### src/rtl/mobo_bus_arb_pkg.sv
// Shared constants for the mobo bus arbiter: requester/device command bits,
// status codes, arbiter state encoding and the default bus word width.
// Every arbiter file imports this package.
package mobo_bus_arb_pkg;

  localparam int unsigned WORD_WIDTH_DEF = 16;

  // Command bits carried on rqN_ctrl / dev_ctrl.
  localparam int unsigned CTRL_READ  = 1;
  localparam int unsigned CTRL_WRITE = 2;

  // Status codes carried on rqN_stat / dev_stat.
  localparam int unsigned STAT_IDLE = 0;
  localparam int unsigned STAT_DONE = 1;
  localparam int unsigned STAT_ERR  = 2;

  typedef enum logic [1:0] {
    ARB_IDLE = 2'd0,
    ARB_BUSY = 2'd1,
    ARB_DONE = 2'd2
  } arb_state_e;

endpackage

### src/rtl/mobo_bus_arb_if.sv
// Bus bundle between two requesters (rq0 = CPU, rq1 = DMA), the arbiter and
// the shared device.
//   master modport: arbiter view (drives dev_* command side, rqN_stat/rdata)
//   slave modport : environment view (drives rqN_ctrl/addr/wdata, dev_stat/rdata)
interface mobo_bus_arb_if
  import mobo_bus_arb_pkg::*;
#(
  parameter int unsigned WORD_WIDTH = WORD_WIDTH_DEF
) ();

  logic [WORD_WIDTH-1:0] rq0_ctrl, rq1_ctrl;
  logic [WORD_WIDTH-1:0] rq0_addr, rq1_addr;
  logic [WORD_WIDTH-1:0] rq0_wdata, rq1_wdata;
  logic [WORD_WIDTH-1:0] rq0_stat, rq1_stat;
  logic [WORD_WIDTH-1:0] rq0_rdata, rq1_rdata;
  logic [WORD_WIDTH-1:0] dev_ctrl, dev_addr, dev_wdata;
  logic [WORD_WIDTH-1:0] dev_stat, dev_rdata;

  modport master (
    input  rq0_ctrl, rq1_ctrl, rq0_addr, rq1_addr, rq0_wdata, rq1_wdata,
    input  dev_stat, dev_rdata,
    output rq0_stat, rq1_stat, rq0_rdata, rq1_rdata,
    output dev_ctrl, dev_addr, dev_wdata
  );

  modport slave (
    output rq0_ctrl, rq1_ctrl, rq0_addr, rq1_addr, rq0_wdata, rq1_wdata,
    output dev_stat, dev_rdata,
    input  rq0_stat, rq1_stat, rq0_rdata, rq1_rdata,
    input  dev_ctrl, dev_addr, dev_wdata
  );

endinterface

### src/rtl/mobo_bus_arb_rr_pick.sv
// Two-way round-robin choice.
//   req0, req1 : requester has a pending command
//   last       : index of the requester granted last
//   valid      : at least one request pending
//   pick       : index of the requester to grant
module mobo_bus_arb_rr_pick (
  input  logic req0,
  input  logic req1,
  input  logic last,
  output logic valid,
  output logic pick
);

  always_comb begin
    valid = req0 | req1;
    // On contention the one not served last wins; otherwise the lone requester.
    pick  = (req0 && req1) ? ~last : req1;
  end

endmodule

### src/rtl/mobo_bus_arb.sv
// Round-robin arbiter granting one of two requesters (rq0 = CPU, rq1 = DMA)
// access to a single shared device bus. All outputs are registered.
//   clk, rst : clock, asynchronous active-high reset
//   bus      : mobo_bus_arb_if.master (requester ports, device ports)
// Parameters: WORD_WIDTH (bus word width), TIMEOUT_CYCLES (busy watchdog).
// Build option: define MOBO_ARB_TIMEOUT_EN to enable the busy watchdog, which
// reports STAT_ERR when the device does not finish within TIMEOUT_CYCLES.
module mobo_bus_arb
  import mobo_bus_arb_pkg::*;
#(
  parameter int unsigned WORD_WIDTH     = WORD_WIDTH_DEF,
  parameter int unsigned TIMEOUT_CYCLES = 255
) (
  input logic            clk,
  input logic            rst,
  mobo_bus_arb_if.master bus
);

  localparam logic [WORD_WIDTH-1:0] CtrlRead = WORD_WIDTH'(CTRL_READ);
  localparam logic [WORD_WIDTH-1:0] StIdle   = WORD_WIDTH'(STAT_IDLE);
  localparam logic [WORD_WIDTH-1:0] StDone   = WORD_WIDTH'(STAT_DONE);

  arb_state_e            state_q, state_d;
  logic                  gnt_q, gnt_d;     // requester currently owning the device
  logic                  last_q, last_d;   // requester granted last
  logic [WORD_WIDTH-1:0] dev_ctrl_q, dev_ctrl_d;
  logic [WORD_WIDTH-1:0] dev_addr_q, dev_addr_d;
  logic [WORD_WIDTH-1:0] dev_wdata_q, dev_wdata_d;
  logic [WORD_WIDTH-1:0] stat0_q, stat0_d, stat1_q, stat1_d;
  logic [WORD_WIDTH-1:0] rdata0_q, rdata0_d, rdata1_q, rdata1_d;

  logic                  pick_valid, pick_idx;
  logic [WORD_WIDTH-1:0] sel_ctrl, sel_addr, sel_wdata, gnt_ctrl;
  logic                  dev_done, timeout_hit;
  logic [WORD_WIDTH-1:0] end_stat;

  mobo_bus_arb_rr_pick u_pick (
    .req0  (|bus.rq0_ctrl),
    .req1  (|bus.rq1_ctrl),
    .last  (last_q),
    .valid (pick_valid),
    .pick  (pick_idx)
  );

`ifdef MOBO_ARB_TIMEOUT_EN
  localparam int unsigned CntW = $clog2(TIMEOUT_CYCLES + 1);

  logic [CntW-1:0] cnt_q, cnt_d;

  // cnt_q holds the number of completed BUSY cycles; the edge closing the
  // TIMEOUT_CYCLES-th BUSY cycle aborts the transaction.
  always_comb begin
    cnt_d       = (state_q == ARB_BUSY) ? cnt_q + 1'b1 : '0;
    timeout_hit = (state_q == ARB_BUSY) && (cnt_q == CntW'(TIMEOUT_CYCLES - 1));
  end

  always_ff @(posedge clk or posedge rst) begin
    if (rst) begin
      cnt_q <= '0;
    end else begin
      cnt_q <= cnt_d;
    end
  end

  assign end_stat = dev_done ? StDone : WORD_WIDTH'(STAT_ERR);
`else
  assign timeout_hit = 1'b0;
  assign end_stat    = StDone;
`endif

  always_comb begin
    sel_ctrl  = pick_idx ? bus.rq1_ctrl  : bus.rq0_ctrl;
    sel_addr  = pick_idx ? bus.rq1_addr  : bus.rq0_addr;
    sel_wdata = pick_idx ? bus.rq1_wdata : bus.rq0_wdata;
    gnt_ctrl  = gnt_q ? bus.rq1_ctrl : bus.rq0_ctrl;
    dev_done  = (bus.dev_stat == StDone);
  end

  always_comb begin
    state_d     = state_q;
    gnt_d       = gnt_q;
    last_d      = last_q;
    dev_ctrl_d  = dev_ctrl_q;
    dev_addr_d  = dev_addr_q;
    dev_wdata_d = dev_wdata_q;
    stat0_d     = stat0_q;
    stat1_d     = stat1_q;
    rdata0_d    = rdata0_q;
    rdata1_d    = rdata1_q;

    unique case (state_q)
      ARB_IDLE: begin
        if (pick_valid) begin
          gnt_d       = pick_idx;
          // Read wins when both command bits are set.
          dev_ctrl_d  = sel_ctrl[0] ? CtrlRead : sel_ctrl;
          dev_addr_d  = sel_addr;
          dev_wdata_d = sel_wdata;
          state_d     = ARB_BUSY;
        end
      end
      ARB_BUSY: begin
        if (dev_done || timeout_hit) begin
          dev_ctrl_d = '0;
          state_d    = ARB_DONE;
          if (gnt_q) begin
            stat1_d = end_stat;
            if (dev_done && dev_ctrl_q[0]) rdata1_d = bus.dev_rdata;
          end else begin
            stat0_d = end_stat;
            if (dev_done && dev_ctrl_q[0]) rdata0_d = bus.dev_rdata;
          end
        end
      end
      ARB_DONE: begin
        if ((gnt_ctrl == '0) && (bus.dev_stat == StIdle)) begin
          if (gnt_q) stat1_d = StIdle;
          else       stat0_d = StIdle;
          last_d  = gnt_q;
          state_d = ARB_IDLE;
        end
      end
      default: state_d = ARB_IDLE;
    endcase
  end

  always_ff @(posedge clk or posedge rst) begin
    if (rst) begin
      state_q     <= ARB_IDLE;
      gnt_q       <= 1'b0;
      last_q      <= 1'b1;
      dev_ctrl_q  <= '0;
      dev_addr_q  <= '0;
      dev_wdata_q <= '0;
      stat0_q     <= StIdle;
      stat1_q     <= StIdle;
      rdata0_q    <= '0;
      rdata1_q    <= '0;
    end else begin
      state_q     <= state_d;
      gnt_q       <= gnt_d;
      last_q      <= last_d;
      dev_ctrl_q  <= dev_ctrl_d;
      dev_addr_q  <= dev_addr_d;
      dev_wdata_q <= dev_wdata_d;
      stat0_q     <= stat0_d;
      stat1_q     <= stat1_d;
      rdata0_q    <= rdata0_d;
      rdata1_q    <= rdata1_d;
    end
  end

  assign bus.dev_ctrl  = dev_ctrl_q;
  assign bus.dev_addr  = dev_addr_q;
  assign bus.dev_wdata = dev_wdata_q;
  assign bus.rq0_stat  = stat0_q;
  assign bus.rq1_stat  = stat1_q;
  assign bus.rq0_rdata = rdata0_q;
  assign bus.rq1_rdata = rdata1_q;

endmodule

### src/flat_wrapper.sv
// flat-port wrapper written by rule: the top's interface ports become plain ports
module mobo_bus_arb_flat import mobo_bus_arb_pkg::*;
#(
  parameter int unsigned WORD_WIDTH     = WORD_WIDTH_DEF,
  parameter int unsigned TIMEOUT_CYCLES = 255
)
  (clk, rst, bus_rq0_ctrl, bus_rq1_ctrl, bus_rq0_addr, bus_rq1_addr, bus_rq0_wdata, bus_rq1_wdata, bus_dev_stat, bus_dev_rdata, bus_rq0_stat, bus_rq1_stat, bus_rq0_rdata, bus_rq1_rdata, bus_dev_ctrl, bus_dev_addr, bus_dev_wdata);
  mobo_bus_arb_if #(.WORD_WIDTH(WORD_WIDTH)) bus_i ();
  input logic clk;
  input logic rst;
  input wire logic [$bits(bus_i.rq0_ctrl)-1:0] bus_rq0_ctrl;
  input wire logic [$bits(bus_i.rq1_ctrl)-1:0] bus_rq1_ctrl;
  input wire logic [$bits(bus_i.rq0_addr)-1:0] bus_rq0_addr;
  input wire logic [$bits(bus_i.rq1_addr)-1:0] bus_rq1_addr;
  input wire logic [$bits(bus_i.rq0_wdata)-1:0] bus_rq0_wdata;
  input wire logic [$bits(bus_i.rq1_wdata)-1:0] bus_rq1_wdata;
  input wire logic [$bits(bus_i.dev_stat)-1:0] bus_dev_stat;
  input wire logic [$bits(bus_i.dev_rdata)-1:0] bus_dev_rdata;
  output wire logic [$bits(bus_i.rq0_stat)-1:0] bus_rq0_stat;
  output wire logic [$bits(bus_i.rq1_stat)-1:0] bus_rq1_stat;
  output wire logic [$bits(bus_i.rq0_rdata)-1:0] bus_rq0_rdata;
  output wire logic [$bits(bus_i.rq1_rdata)-1:0] bus_rq1_rdata;
  output wire logic [$bits(bus_i.dev_ctrl)-1:0] bus_dev_ctrl;
  output wire logic [$bits(bus_i.dev_addr)-1:0] bus_dev_addr;
  output wire logic [$bits(bus_i.dev_wdata)-1:0] bus_dev_wdata;
  assign bus_i.rq0_ctrl = bus_rq0_ctrl;
  assign bus_i.rq1_ctrl = bus_rq1_ctrl;
  assign bus_i.rq0_addr = bus_rq0_addr;
  assign bus_i.rq1_addr = bus_rq1_addr;
  assign bus_i.rq0_wdata = bus_rq0_wdata;
  assign bus_i.rq1_wdata = bus_rq1_wdata;
  assign bus_i.dev_stat = bus_dev_stat;
  assign bus_i.dev_rdata = bus_dev_rdata;
  assign bus_rq0_stat = bus_i.rq0_stat;
  assign bus_rq1_stat = bus_i.rq1_stat;
  assign bus_rq0_rdata = bus_i.rq0_rdata;
  assign bus_rq1_rdata = bus_i.rq1_rdata;
  assign bus_dev_ctrl = bus_i.dev_ctrl;
  assign bus_dev_addr = bus_i.dev_addr;
  assign bus_dev_wdata = bus_i.dev_wdata;
  mobo_bus_arb #(.WORD_WIDTH(WORD_WIDTH), .TIMEOUT_CYCLES(TIMEOUT_CYCLES)) u_core (.clk(clk), .rst(rst), .bus(bus_i));
endmodule
### config.mk
export PLATFORM = sky130hd
export DESIGN_NAME = mobo_bus_arb_flat
export DESIGN_NICKNAME = d
export VERILOG_FILES = /design/src/rtl/mobo_bus_arb_pkg.sv /design/src/rtl/mobo_bus_arb_if.sv /design/src/rtl/mobo_bus_arb_rr_pick.sv /design/src/rtl/mobo_bus_arb.sv /design/src/flat_wrapper.sv
export SDC_FILE = /design/constraint.sdc
export NUM_CORES = 1
export LEC_CHECK = 0
export CAP_MARGIN = 30
export CORE_AREA = 5 5 94 96
export DETAILED_ROUTE_END_ITERATION = 7
export DIE_AREA = 0 0 99 101
export DONT_BUFFER_PORTS = 1
export HOLD_SLACK_MARGIN = 0.12
export PLACE_DENSITY_LB_ADDON = 0.08
export RECOVER_POWER = 50
export REMOVE_ABC_BUFFERS = 1
export SYNTH_ARGS = -nofsm -noshare
export SYNTH_HDL_FRONTEND = slang
export SYNTH_SLANG_ARGS = --single-unit
### constraint.sdc
create_clock -name clk -period 7.4 [get_ports clk]
set_input_delay 0.74 -clock clk [delete_from_list [all_inputs] [get_ports clk]]
set_output_delay 0.74 -clock clk [all_outputs]
set_load 0.05 [all_outputs]
# [Yosys cells after proc, flatten, opt, wreduce, memory -nomap -nowiden]
# Index checks and enable logic that the tools add are counted.
[classes] eq_ne=10 muxes=23 bitwise=3 n_reduce_logical=18
[ops] operator="$mux 16" n=15
[ops] operator="$pmux 16 s2" n=3
[ops] operator="$logic_not 16->1" n=2
[ops] operator="$reduce_or 16->1" n=2
[ops] operator="$eq 16x1->1 const B" n=1
[ops] operator="$ne 2x1->1 const B" n=5
[ops] operator="$reduce_and 5->1" n=2
[ops] operator="$reduce_and 4->1" n=2
[ops] operator="$mux 2" n=3
[ops] operator="$pmux 2 s3" n=1
[ops] operator="$reduce_and 3->1" n=2
[ops] operator="$ne 2x2->1 const B" n=2
[ops] operator="$reduce_and 2->1" n=2
[ops] operator="$reduce_bool 2->1" n=2
[ops] operator="$logic_and 1x1->1" n=3
[ops] operator="$eq 2x1->1 const B" n=1
[ops] operator="$eq 2x2->1 const B" n=1
[ops] operator="$logic_not 2->1" n=1
[ops] operator="$not 1->1" n=2
[ops] operator="$mux 1" n=1
[ops] operator="$or 1x1->1" n=1
[word_totals] ff_bits=116 elab_cells=64

# [Depth between registers and ports, before layout]
[logic_depth] word_depth=7 mapped_depth=8 depth_no_buf=6

# [By module]
# A second synthesis with hierarchy kept.
[unflattened] cells_unflattened=341 area_unflattened_um2=4160.2
[modules_own_cells] module="mobo_bus_arb" seq_area_each_um2=2153.3 area_per_inst_um2=4146.5 instances=1 cells_each=339
[modules_own_cells] module="mobo_bus_arb_rr_pick" seq_area_each_um2=0.0 area_per_inst_um2=13.8 instances=1 cells_each=2

# [Least setup slack after synthesis]
# Ideal clock, no wire load.
[synth_path] path_kind="input port to flip-flop" start="input port bus_dev_stat[1]" end="register u_core.rdata0_q[2], in the netlist u_core.bus.rq0_rdata[2]" setup_slack_ns=5.001 setup_ns=0.125 cell_stages=6 arrival_time_ns=2.274 required_ns=7.275 path_buffers=1 path_cell_list="nor4_1 > and4_1 > nand3_1 > nor2_2 > buf_4 > mux2_2"
[synth_between] elab_chain_len=3
[synth_lines] item="from (decl)" line="flat_wrapper.sv:17" source="input wire logic [$bits(bus_i.dev_stat)-1:0] bus_dev_stat;"
[synth_lines] item="$eq 16x1->1 (*)" line="mobo_bus_arb.sv:76" source="dev_done = (bus.dev_stat == StDone);"
[synth_lines] item="$logic_and 1x1->1" line="mobo_bus_arb.sv:111" source="if (dev_done && dev_ctrl_q[0]) rdata0_d = bus.dev_rdata;"
[synth_lines] item="$reduce_and 4->1 (no source line) (*)"
[synth_lines] item="to (signal assigned)" line="mobo_bus_arb.sv:148" source="rdata0_q <= rdata0_d;"
[synth_lines] item="to (decl)" line="mobo_bus_arb.sv:30" source="logic [WORD_WIDTH-1:0] rdata0_q, rdata0_d, rdata1_q, rdata1_d;"
# Mark *: on every way between the ends. The rest lies on a longest branch, timed or not.
# A chain may end at the register's enable or synchronous reset.

# [Worst setup path in the final report]
[layout_path] start="input port bus_rq1_ctrl[6]" end="register u_core.dev_ctrl_q[3], in the netlist u_core.bus.dev_ctrl[3]"
[layout_between] elab_chain_len=7
[layout_lines] item="from (decl)" line="flat_wrapper.sv:12" source="input wire logic [$bits(bus_i.rq1_ctrl)-1:0] bus_rq1_ctrl;"
[layout_lines] item="$reduce_or 16->1 (*)" line="mobo_bus_arb.sv:39" source=".req1 (|bus.rq1_ctrl),"
[layout_lines] item="$logic_and 1x1->1" line="mobo_bus_arb_rr_pick.sv:17" source="pick = (req0 && req1) ? ~last : req1;"
[layout_lines] item="$mux 1" line="mobo_bus_arb_rr_pick.sv:17"
[layout_lines] item="$mux 16" line="mobo_bus_arb.sv:72" source="sel_ctrl = pick_idx ? bus.rq1_ctrl : bus.rq0_ctrl;"
[layout_lines] item="$mux 16" line="mobo_bus_arb.sv:96" source="dev_ctrl_d = sel_ctrl[0] ? CtrlRead : sel_ctrl;"
[layout_lines] item="$mux 16" line="mobo_bus_arb.sv:93" source="if (pick_valid) begin"
[layout_lines] item="$pmux 16 s2" line="mobo_bus_arb.sv:91" source="unique case (state_q)"
[layout_lines] item="to (signal assigned)" line="mobo_bus_arb.sv:143" source="dev_ctrl_q <= dev_ctrl_d;"
[layout_lines] item="to (decl)" line="mobo_bus_arb.sv:26" source="logic [WORD_WIDTH-1:0] dev_ctrl_q, dev_ctrl_d;"
# Mark *: on every way between the ends. The rest lies on a longest branch, timed or not. The select of a mux whose other input is x is not followed.

==> flow_summary.yaml <==
setup_path:
  r2r_cells: 5
  worstPathMaxFanout: 15
  critical_path.max_stage_delay_ns: 0.75
  cpMaxStageDelayCell: "nor3b_2"
  end_kind: "register"
  cp.depth: 5
  cp_data_required_time_ns: 7.68
  critPathKind: "input pin to register"
  crit_path_start: "bus_rq1_ctrl[6]"
  arrival_ns: 2.86
  r2r_start: "u_core.state_q[1]"
  rrSetupSlack_ns: 5.20
  crit_family: "simple AND/OR/NAND/NOR gates"
  start_kind: "input pin"
  cp_cell_sequence: "nor4_1 -> and4_1 -> o21a_1 -> nor3b_2 -> a221o_1"
  endpoint: "u_core.bus.dev_ctrl[3]"
  crit_buf_inv: 0
  reg2reg_to: "u_core.bus.rq0_rdata[12]"
detailed_routing:
  ant_nets: 0
  dr.pass1.iters: 4
  wl_per_cell_um: 21.2
  drc: 0
  first_iter_violations: 96
  via_count: 2616
  viasPerCell: 5.66
  totalWireLength_um: 9810
power:
  leakagePower_uw: 0.00218
  p_seq_share_pct: 63.3
  combPwrFrac_pct: 20.9
  swShare_pct: 52.7
  powerDensity_nw_per_um2: 426
  pwr-share-clk_pct: 15.8
  p_sw_uw: 968
  p_int_uw: 868
  ir_worst_vdd_uv: 225
clocking:
  postCtsHoldBufs: 0
  clk_latency_ns: 0.35
  cts_tree: "yes"
  htreeDepth: 3
  cts_sinks: 86
  cts_setup_buffers: 0
  cts_buffer_depth: 2
  cts-buffers-inserted: 9
  cts_resized: 0
  path_clk_slew_ns: 0.09
  cts_root_buf: "clkbuf_8"
sta:
  whs_ns: 0.525
  fmax_mhz: 387
  final-hold-violation-count: 0
  skew_ns: 0.0166
  finalSetupViolations: 0
  rsz0062_at_grt: "false"
  fin_setup_tns_ns: 0
  slew_violations: 45
  period_minus_slack_ns: 2.58
  relSlewSlack_pct: -57.8
  min_period_over_period_pct: 34.9
  tightest_slew_ns: 2.37
logic_synthesis:
  ys_ff_latch: 86
  synth_cell_types: 39
  synth-seq-area-share_pct: 51.5
  synth_area_sq_um: 4180
  postSynthAreaPerCell_sq_um: 11.8
  yosys_warnings: 0
  synth-async-reset-ratio_pct: 100
  yosys_most_used_dff: "dfrtp_1"
  syn_inst: 355
  synth-edff-count: 0
status:
  violations: "capacitance limit, slew limit"
  status: "complete, but fails checks"
finish:
  fin_nets: 485
  multiInputGateArea_sq_um: 1780
  syn2layout_area_growth_pct: 3.11
  final_common_cell: "dfrtp_1"
  n_antenna_cell: 0
  seqCellArea_sq_um: 2150
  final_cell_mix: "dfrtp_1, nand2_1, mux2i_1"
  nFillCells: 712
  drive_gt1_share_pct: 15.1
floorplanning:
  pin_count: 242
  dieHeight_um: 101
  dieArea_sq_um: 10000
  rows: 33
  design.core.area_sq_um: 7970
  die_x_um: 99
  start_util_pct: 52.5
placement:
  finalWeightedCongestion: 0.774
  port_buffers: 0
  dp_hpwl_um: 7740
grt:
  grt_pass1_wl_um: 14700
  grt_max_degree: 51
  grtUsageTotal_pct: 18.8
  grt_pass1_vias: 2726
  grt_overflow: 0
  antenna_found_initial: 0
hold_path:
  min_path_type: "input pin to register"
  holdPathStages: 1
job:
  cap_violations: 1
synthesized netlist by cell type (2+ instances only):
master	count	area (sq um)
nand4_1	2	12.5
a21oi_1	5	25.0
dfrtp_1	85	2130
a31oi_1	2	12.5
nand4_2	2	25.0
o2bb2ai_1	3	26.3
buf_6	5	56.3
and2_1	15	93.8
nor4_2	2	25.0
ha_1	3	37.5
nand2_1	36	135
a221o_1	15	150
mux2_1	9	101
nor4_1	11	68.8
buf_4	31	233
clkbuf_1	4	15.0
mux2i_1	33	330
buf_2	7	35.0
nand3_1	3	15.0
o21ai_1	33	165
inv_1	5	18.8
mux2_2	24	270
and4_1	4	35.0
power groups by stage:
stage               registers, uW  clock network (uW)  logic [uW]
floorplan                    1120                   0         314
global placement             1180                   0         369
detailed placement           1170                   0         397
CTS                          1170                 303         391
global route                 1180                 321         439
finish                       1160                 289         385
registers in the layout, indices dropped and copies added (netlist names):
register	cells
u_core.bus.dev_addr	16
u_core.bus.dev_ctrl	16
u_core.gnt_q	1
u_core.bus.rq1_rdata	16
u_core.state_q	2
u_core.bus.rq1_stat	1
u_core.bus.rq0_stat	1
u_core.last_q	1
u_core.bus.rq0_rdata	16
u_core.bus.dev_wdata	16
worst min-delay path by stage:
stage                      start                        to  slack, ns
6_report        bus_dev_rdata[1]   u_core.bus.rq0_rdata[1]       0.52
5_1_grt         bus_dev_rdata[1]   u_core.bus.rq0_rdata[1]       0.51
2_1_floorplan  u_core.state_q[0]         u_core.state_q[0]       0.48
4_1_cts                      rst  u_core.bus.rq0_rdata[10]       0.40
3_3_place_gp   u_core.state_q[0]         u_core.state_q[0]       0.51
3_5_place_dp   u_core.state_q[0]         u_core.state_q[0]       0.52
stage by stage:
stage / std cells / utilization, % / cell area [sq um] / worst slack, ns / power, uW
finish: 462 / 54.1 / 4310 / 4.82 / 1840
global route: 462 / 54.1 / 4310 / 4.29 / 1940
CTS: 462 / 54.2 / 4320 / 4.83 / 1860
detailed placement: 446 / 52.0 / 4140 / 4.46 / 1570
global placement: 444 / 51.6 / 4110 / 4.54 / 1550
floorplan: 336 / - / 3940 / 3.41 / 1440
routing by layer:
metal	global-route usage, %	routed length [um]
met3	8.37	1250
met4	7.25	165
met5	0	0
met1	22.6	3520
met2	30.0	4870
worst reg2reg max path, stage by stage (launching register included):
cell	delay [ns]
dfrtp_1	0.40
inv_1	0.09
ha_1	0.35
nand3_1	0.14
nor2_2	0.69
mux2_2	0.42
logic make-up (layout without fill, tap and decap cells):
group                    count (synthesis)  in the layout  synth area share, %
AO/OA/AOI/OAI                           65             65                 11.1
multiplexers                            66             66                 16.8
other                                    1             30               0.0897
buffers and inverters                   53             26                 8.74
flip-flops                              86             86                 51.5
AND/OR/NAND/NOR                         81             81                 10.9
adder cells (fa/ha/maj)                  3              3                0.898
area by class of cell:
cell class	instances	share of cell area (%)
well taps	105	3.05
clock buffers	10	2.96
inverters	5	0.464
clock inverters	6	1.07
flip-flops and latches	86	49.9
multi-input cells	245	41.4
repair buffers	5	1.16
No activity file was read; power rests on OpenSTA's default activity.
